==> config.mk <==
export PLATFORM = sky130hd
export DESIGN_NAME = i281_code_loader
export DESIGN_NICKNAME = d
export VERILOG_FILES = /design/src/rtl/i281_loader_pkg.sv /design/src/rtl/i281_loader_timeout.sv /design/src/rtl/i281_code_loader.sv
export SDC_FILE = /design/constraint.sdc
export NUM_CORES = 1
export LEC_CHECK = 0
export ABC_AREA = 1
export CAP_MARGIN = 0
export CORE_UTILIZATION = 40
export DETAILED_ROUTE_END_ITERATION = 10
export SLEW_MARGIN = 20
export SYNTH_ARGS = -nofsm -noshare
export SYNTH_HDL_FRONTEND = slang
export SYNTH_SLANG_ARGS = --single-unit
==> constraint.sdc <==
create_clock -name clock -period 3.75 [get_ports clock]
set_clock_uncertainty 0.1 [all_clocks]
set_input_delay 0.5625 -clock clock [delete_from_list [all_inputs] [get_ports clock]]
set_output_delay 0.5625 -clock clock [all_outputs]
set_load 0.005 [all_outputs]
==> src/rtl/i281_loader_pkg.sv <==
// Shared types and constants for the i281 code-memory loader.
package i281_loader_pkg;

  typedef enum logic [2:0] {
    IDLE,
    HDR,
    HI,
    LO,
    WRITE,
    CSUM,
    DONE,
    ERR
  } state_t;

  localparam int unsigned DEFAULT_TIMEOUT = 1000000;

  // Largest legal word count in a frame header: the whole code memory.
  function automatic int unsigned max_words(input int unsigned addr_w);
    return 32'd1 << addr_w;
  endfunction

endpackage

==> src/rtl/i281_loader_timeout.sv <==
// Idle-cycle counter: counts while enabled, holds at TIMEOUT-1 and flags expiry.
module i281_loader_timeout
  import i281_loader_pkg::*;
#(
  parameter int unsigned TIMEOUT = DEFAULT_TIMEOUT
) (
  input  logic clock,
  input  logic reset,
  input  logic clear,
  input  logic enable,
  output logic expired
);

  localparam int unsigned CNT_W = $clog2(TIMEOUT + 1);
  localparam logic [CNT_W-1:0] LAST = CNT_W'(TIMEOUT - 1);

  logic [CNT_W-1:0] count;

  assign expired = enable && (count == LAST);

  // NOTE: sequential state uses non-blocking assignments so every flop
  // samples the pre-edge values, independent of block ordering.
  always_ff @(posedge clock or negedge reset) begin
    if (!reset) begin
      count <= '0;
    end else if (clear) begin
      count <= '0;
    end else if (enable && !expired) begin
      count <= count + 1'b1;
    end
  end

endmodule

==> src/rtl/i281_code_loader.sv <==
// Framed byte-stream loader that writes 16-bit instructions into i281 code memory
// from address 0 and releases the CPU only after a verified XOR checksum.
module i281_code_loader
  import i281_loader_pkg::*;
#(
  parameter int unsigned ADDR_W  = 6,
  parameter int unsigned INSTR_W = 16,
  parameter int unsigned TIMEOUT = DEFAULT_TIMEOUT
) (
  input  logic               clock,
  input  logic               reset,
  input  logic               load_req,
  input  logic               rx_valid,
  input  logic [7:0]         rx_data,
  output logic               rx_ready,
  output logic               cm_we,
  output logic [ADDR_W-1:0]  cm_addr,
  output logic [INSTR_W-1:0] cm_wdata,
  output logic               run,
  output logic               busy,
  output logic               done,
  output logic               error,
  output logic [ADDR_W:0]    words_loaded
);

  localparam int unsigned MAX_N = max_words(ADDR_W);

  state_t          state;
  state_t          nxt;
  logic [7:0]      hi_byte;
  logic [7:0]      csum;
  logic [ADDR_W:0] remaining;
  logic            accept;
  logic            hdr_ok;
  logic            expired;

  assign accept = rx_valid && rx_ready;
  assign hdr_ok = (rx_data != 8'd0) && (32'(rx_data) <= MAX_N);

  // rx_ready is high exactly in the states that wait on the stream.
  i281_loader_timeout #(.TIMEOUT(TIMEOUT)) u_timeout (
    .clock   (clock),
    .reset   (reset),
    .clear   (accept || !rx_ready),
    .enable  (rx_ready),
    .expired (expired)
  );

  // NOTE: every variable driven here gets a default first, so no path
  // leaves it unassigned and no latch is inferred.
  always_comb begin
    nxt = state;
    case (state)
      IDLE, DONE, ERR: if (load_req) nxt = HDR;
      HDR: begin
        if (accept)       nxt = hdr_ok ? HI : ERR;
        else if (expired) nxt = ERR;
      end
      HI: begin
        if (accept)       nxt = LO;
        else if (expired) nxt = ERR;
      end
      LO: begin
        if (accept)       nxt = WRITE;
        else if (expired) nxt = ERR;
      end
      WRITE: nxt = (remaining == (ADDR_W+1)'(1)) ? CSUM : HI;
      CSUM: begin
        if (accept)       nxt = (rx_data == csum) ? DONE : ERR;
        else if (expired) nxt = ERR;
      end
      default: nxt = IDLE;
    endcase
  end

  // NOTE: all datapath registers here are reset, so outputs are defined
  // from the moment reset is released (there is no memory array to exclude).
  always_ff @(posedge clock or negedge reset) begin
    if (!reset) begin
      state        <= IDLE;
      rx_ready     <= 1'b0;
      busy         <= 1'b0;
      error        <= 1'b0;
      done         <= 1'b0;
      run          <= 1'b0;
      cm_we        <= 1'b0;
      cm_addr      <= '0;
      cm_wdata     <= '0;
      words_loaded <= '0;
      remaining    <= '0;
      hi_byte      <= '0;
      csum         <= '0;
    end else begin
      state    <= nxt;
      rx_ready <= nxt inside {HDR, HI, LO, CSUM};
      busy     <= nxt inside {HDR, HI, LO, WRITE, CSUM};
      error    <= (nxt == ERR);
      done     <= (state == CSUM) && (nxt == DONE);
      cm_we    <= (nxt == WRITE);

      if (nxt == HDR && state != HDR) begin
        run          <= 1'b0;
        words_loaded <= '0;
      end else if (state == CSUM && nxt == DONE) begin
        run <= 1'b1;
      end

      case (state)
        HDR: if (accept) begin
          remaining <= (ADDR_W+1)'(rx_data);
          cm_addr   <= '0;
          csum      <= '0;
        end
        HI: if (accept) begin
          hi_byte <= rx_data;
          csum    <= csum ^ rx_data;
        end
        LO: if (accept) begin
          cm_wdata <= INSTR_W'({hi_byte, rx_data});
          csum     <= csum ^ rx_data;
        end
        WRITE: begin
          cm_addr      <= cm_addr + 1'b1;
          remaining    <= remaining - 1'b1;
          words_loaded <= words_loaded + 1'b1;
        end
        default: ;
      endcase
    end
  end

endmodule

-- After elaboration in Yosys (flattened, before gate mapping)
Cells that the tools add are included.
- flip-flop bits (word level): 81
- input port bits: 12
- output and inout port bits: 35
- add/subtract/negate cells: 4
- bitwise logic cells: 1
- reductions and logical operators: 24
- equal/unequal tests: 20
- multiplexer cells: 23
- magnitude comparators: 1
- operator list (operator ; number):
    $mux 20 ; 2
    $eq 3x3->1 const B ; 8
    $mux 3 ; 8
    $mux 7 ; 3
    $add 20x1->20 const B ; 1
    $eq 20x20->1 const B ; 1
    $pmux 3 s6 ; 1
    $mux 8 ; 2
    $pmux 8 s2 ; 1
    $pmux 7 s2 ; 1
    $eq 3x2->1 const B ; 4
    $pmux 6 s2 ; 1
    $reduce_bool 2->1 ; 5
    $eq 8x8->1 ; 1
    $le 8x7->1 const B ; 1
    $reduce_bool 8->1 ; 1
    $xor 8x8->8 ; 1
    $add 7x1->7 const B ; 1
    $eq 7x1->1 const B ; 1
    $sub 7x1->7 const B ; 1
    $add 6x1->6 const B ; 1
    $eq 3x1->1 const B ; 2
    $logic_and 1x1->1 ; 6
    $mux 6 ; 1
    other kinds (13) ; 18

-- Longest topological paths before layout
- depth after elaboration: 9
- mapped depth: 13
- mapped depth without buffers: 13

-- Modules after synthesis
A second synthesis with hierarchy kept.
- cell total of the unflattened synthesis: 564
- area total of the unflattened synthesis: 4414.2 um^2
- by module, submodules not included (module ; instances ; cells each ; sequential area each (um^2) ; area each (um^2)):
    i281_code_loader ; 1 ; 357 ; 1526.5 ; 2992.9
    i281_loader_timeout ; 1 ; 207 ; 500.5 ; 1421.4

-- Worst setup path before layout
No wires, ideal clock.
- kind: input port to flip-flop
- from: input port rx_data[2]
- to: register words_loaded[2]
- cell stages on the path: 12
- arrival time: 1.525 ns
- data required time: 3.530 ns
- slack: 2.005 ns
- path through: nor2_1 -> nand3_1 -> nand2_1 -> nand2_1 -> nand2_1 -> nand2_1 -> nand3_1 -> nand2_2 -> a21oi_4 -> nand3_4 -> nand3_1 -> nand2_1
- word-level cells in the longest chain between the ends: 8
- elaborated cells between the ends (all ways): 12
- classes of those cells: order compare (1); eq/ne (2); mux (5); reduce/logical (4)
- ends and longest elaborated chain (what ; RTL line ; source):
    start: declaration ; i281_code_loader.sv:14 ; input logic [7:0] rx_data,
    $le 8x7->1 or $reduce_bool 8->1 (tied branches) ; i281_code_loader.sv:38 ; assign hdr_ok = (rx_data != 8'd0) && (32'(rx_data) <= MAX_N);
    $logic_and 1x1->1 ; i281_code_loader.sv:38 ;
    $mux 3 (2 in a row) ; i281_code_loader.sv:56 ; if (accept) nxt = hdr_ok ? HI : ERR;
    $pmux 3 s6 * ; i281_code_loader.sv:53 ; case (state)
    via nxt[0] ; i281_code_loader.sv:29 ; state_t nxt;
    $eq 3x1->1 * ; i281_code_loader.sv:101 ; if (nxt == HDR && state != HDR) begin
    $logic_and 1x1->1 * ; i281_code_loader.sv:101 ;
    $reduce_bool 2->1 (no source line) * ; - ;
    end signal: assignment ; i281_code_loader.sv:125 ; words_loaded <= words_loaded + 1'b1;
    end: declaration ; i281_code_loader.sv:23 ; output logic [ADDR_W:0] words_loaded
Mark *: on every way through the listed nets, which the timed path passes. The rest lies on a longest branch.
A chain may end at the register's enable or synchronous reset.

-- Worst setup path after layout
- from: register state[1]
- to: register words_loaded[0]
- word-level cells in the longest chain between the ends: 6
- elaborated cells between the ends (all ways): 21
- classes of those cells: eq/ne (9); mux (8); reduce/logical (4)
- ends and longest elaborated chain (what ; RTL line ; source):
    start: declaration ; i281_code_loader.sv:28 ; state_t state;
    start signal: assignment ; i281_code_loader.sv:94 ; state <= nxt;
    $eq 3x3->1 or $logic_not 3->1 (tied branches) ; i281_code_loader.sv:53 ;
    $reduce_or 3->1 ; i281_code_loader.sv:53 ;
    $pmux 3 s6 * ; i281_code_loader.sv:53 ;
    via nxt[0] ; i281_code_loader.sv:29 ;
    $eq 3x1->1 * ; i281_code_loader.sv:101 ;
    $logic_and 1x1->1 * ; i281_code_loader.sv:101 ;
    $reduce_bool 2->1 (no source line) * ; - ;
Marked as above.

==> results.cfg <==
[placement]
gp_congestion = 0.8737
dpl.cell_count = 664
place.port_buffers = 46
place_hpwl_mm = 6.297
placed_area_um2 = 4573

[synthesis]
ys_types = 39
syn_nets = 509
synth_most_common_cell = nand2_1
syn_inst = 492
synth_common_cells = 122 x nand2_1, 81 x dfrtp_1, 61 x inv_1, 51 x nor2_1, 36 x nand3_1
async_flop_share_pct = 100.0
mappedNetlistArea_um2 = 3974
avgSynthCellArea_um2 = 8.077
synth_top_area_cell = dfrtp_1
synth-main-ff-cell = dfrtp_1
synth-edff-count = 0
netlist.area_leader.share_pct = 51.01
yosys-top-cells-area = dfrtp_1 51%, nand2_1 12%, inv_1 5.8%
yosysSeqAreaShare_pct = 51.01
yosysWarnings = 0
ys_seq_elements = 81

[sta]
relSlewSlack_pct = 50.95
hold_violations = 0
rsz0062_at_grt = false
drv_slew = 0
finalCritPeriodShare_pct = 60.65
period_minus_slack_ns = 2.274
tns_ns = 0
max_freq_ghz = 0.4397
worstMarginPinSlew_ns = 0.7358
finalSetupViolCount = 0

[clock_network]
clk_latency_ns = 0.35
cts_root_buffer = clkbuf_8
cts_tree = built
post_cts_resized = 0
cts_setup_buffers = 0
ctsHtreeMaxLevel = 3
clk_pin_slew_ns = 0.08
cts.path.max_buffers = 2
cts_hold_buf = 0
cts_buffers = 9
cts_sinks = 81

[setup_path]
reg2reg_from = state[1]
max_stage_delay_ns = 0.38
crit_fanout = 20
cp.required_ns = 3.89
crit_chain = inv_2, nand2_1, nor2_1, buf_4, inv_1, nor2_1, nor2_1, a21oi_4, nand3_4, nand3_1, nand2_1
critPathSlowestCell = dfrtp_1
endpoint_kind = flop
reg2reg_depth = 11
crit_top_cell = nor2_1
path_class = flop to flop
r2r-end = words_loaded[0]
r2r_slack_ns = 1.48
crit_buf_inv = 3
cp-start-kind = flop
crit_family = simple AND/OR/NAND/NOR gates
cp.arrival_ns = 2.41

[global_route]
grt_remaining_overflow = 0
grt_first_pass_wirelength_mm = 15.17
grt_pass1_vias = 3189
grt.total_usage_pct = 18.83
grt_max_degree = 82
antenna_found_initial = 0

[power_and_ir_drop]
ir_drop_mv = 0.2856
leakagePower_nw = 2.275
total_power_mw = 3.324
powerDensity_nw_per_um2 = 696.6

[routing]
wl_mm = 8.954
vias = 3377
drc = 0
drtIter0Drc = 188
post_drt_via_cell_ratio = 4.966
postRouteAntennaNets = 0
firstDrtPassIters = 6
avgRoutedWirePerCell_um = 13.17

[cells_and_area]
nFillCells = 946
areaGrowthSynthToFinish_pct = 20.09
n_antenna_cell = 0
fin_area_um2 = 4772
fin_nets = 559
utilization_pct = 49.28
drive_above_1_share_pct = 6.947
finalNonFillerCells = 680

[floorplanning]
dieArea_um2 = 10340
io-pin-count = 47
core.rowCount = 36
core-area_um2 = 9684
die_x_um = 101.7
start_util_pct = 41.03
die_h_um = 101.7

[worst_hold_path]
hp-class = primary input to asynchronous set/reset pin

[run]
cap_violations = 0

[outcome]
outcome = complete, no violations
## kinds of logic after synthesis
family / Yosys count / synth area share [%]
and+or+nand+nor: 244 / 26.67
AOI/OAI and AO/OA: 82 / 12.47
DFF: 81 / 51.01
buffers and inverters: 75 / 7.147
adders and majority gates: 5 / 1.574
xor gates and xnor gates: 4 / 0.8815
muxes: 1 / 0.2519
## flip-flops by register name (all words and copies together), names as in the netlist
signal           flops
cm_addr              6
csum                 8
busy                 1
remaining            7
words_loaded         7
done                 1
cm_we                1
state                3
error                1
rx_ready             1
cm_wdata            16
u_timeout.count     20
hi_byte              8
run                  1
## layout make-up
cell class	count	area (um^2)	share of cell area, %
Clock buffer	10	137.6	2.884
Clock inverter	6	57.56	1.206
Inverter	67	251.5	5.270
Multi-Input combinational cell	336	1663	34.85
Sequential cell	81	2027	42.47
Tap cell	133	166.4	3.487
Timing Repair Buffer	47	469.2	9.832
## how the worst max path moves through the flow
stage	start	endpoint	slack (ns)	cells past startpoint
2_1_floorplan	rx_data[2]	words_loaded[2]	2.01	12
4_1_cts	state[1]	words_loaded[0]	1.46	11
5_1_grt	state[1]	words_loaded[2]	1.24	11
6_report	state[1]	words_loaded[0]	1.48	11
3_3_place_gp	rx_valid	hi_byte[6]	1.21	6
3_5_place_dp	rx_valid	u_timeout.count[0]	1.19	6
## stage by stage
step           hold slack (ns)  worst slack (ns)
6_report                0.1553             1.476
4_1_cts                 0.3368             1.463
3_5_place_dp            0.3580             1.187
5_1_grt                 0.2323             1.237
2_1_floorplan           0.1669             2.005
3_3_place_gp            0.3531             1.210
## cells in the final DEF (no fill, tap or decap), types with 2 or more instances in the layout
cell type,n
clkinv_2,4
nand3_2,2
o21ai_0,32
ha_1,5
dfrtp_1,81
o211ai_1,2
inv_2,5
clkbuf_8,10
xor2_1,4
o21a_1,2
nand2_2,3
a31oi_1,2
a211oi_1,5
o221ai_1,3
inv_1,61
o21ai_1,3
nand3_1,36
o22ai_1,7
nor3_1,14
clkdlybuf4s50_1,45
a21oi_1,18
nor2_1,51
nand4_1,7
nor3_2,2
nor4_1,2
nor2_2,2
nand2_1,122
## worst register-to-register path, stage by stage, from the launching register on
cell and delay (ns):
dfrtp_1 0.38, inv_2 0.10, nand2_1 0.09, nor2_1 0.10, buf_4 0.21, inv_1 0.30
nor2_1 0.25, nor2_1 0.09, a21oi_4 0.23, nand3_4 0.15, nand3_1 0.10, nand2_1 0.06
## metal layers
layer  GRT usage (%)  vias up  share of wire [%]
met5               0        -                  0
met4           7.804        0                1.9
met3           2.622       15                3.0
met2           28.85       61                 45
met1           26.76     1589                 50
li1                -     1712                  -
## power by group
group	switching, mW	total (mW)	internal (mW)
combinational	0.742	1.32	0.580
clock	0.312	0.633	0.321
sequential	0.202	1.37	1.17
total	1.26	3.32	2.07
(Power assumes the default switching activity.)
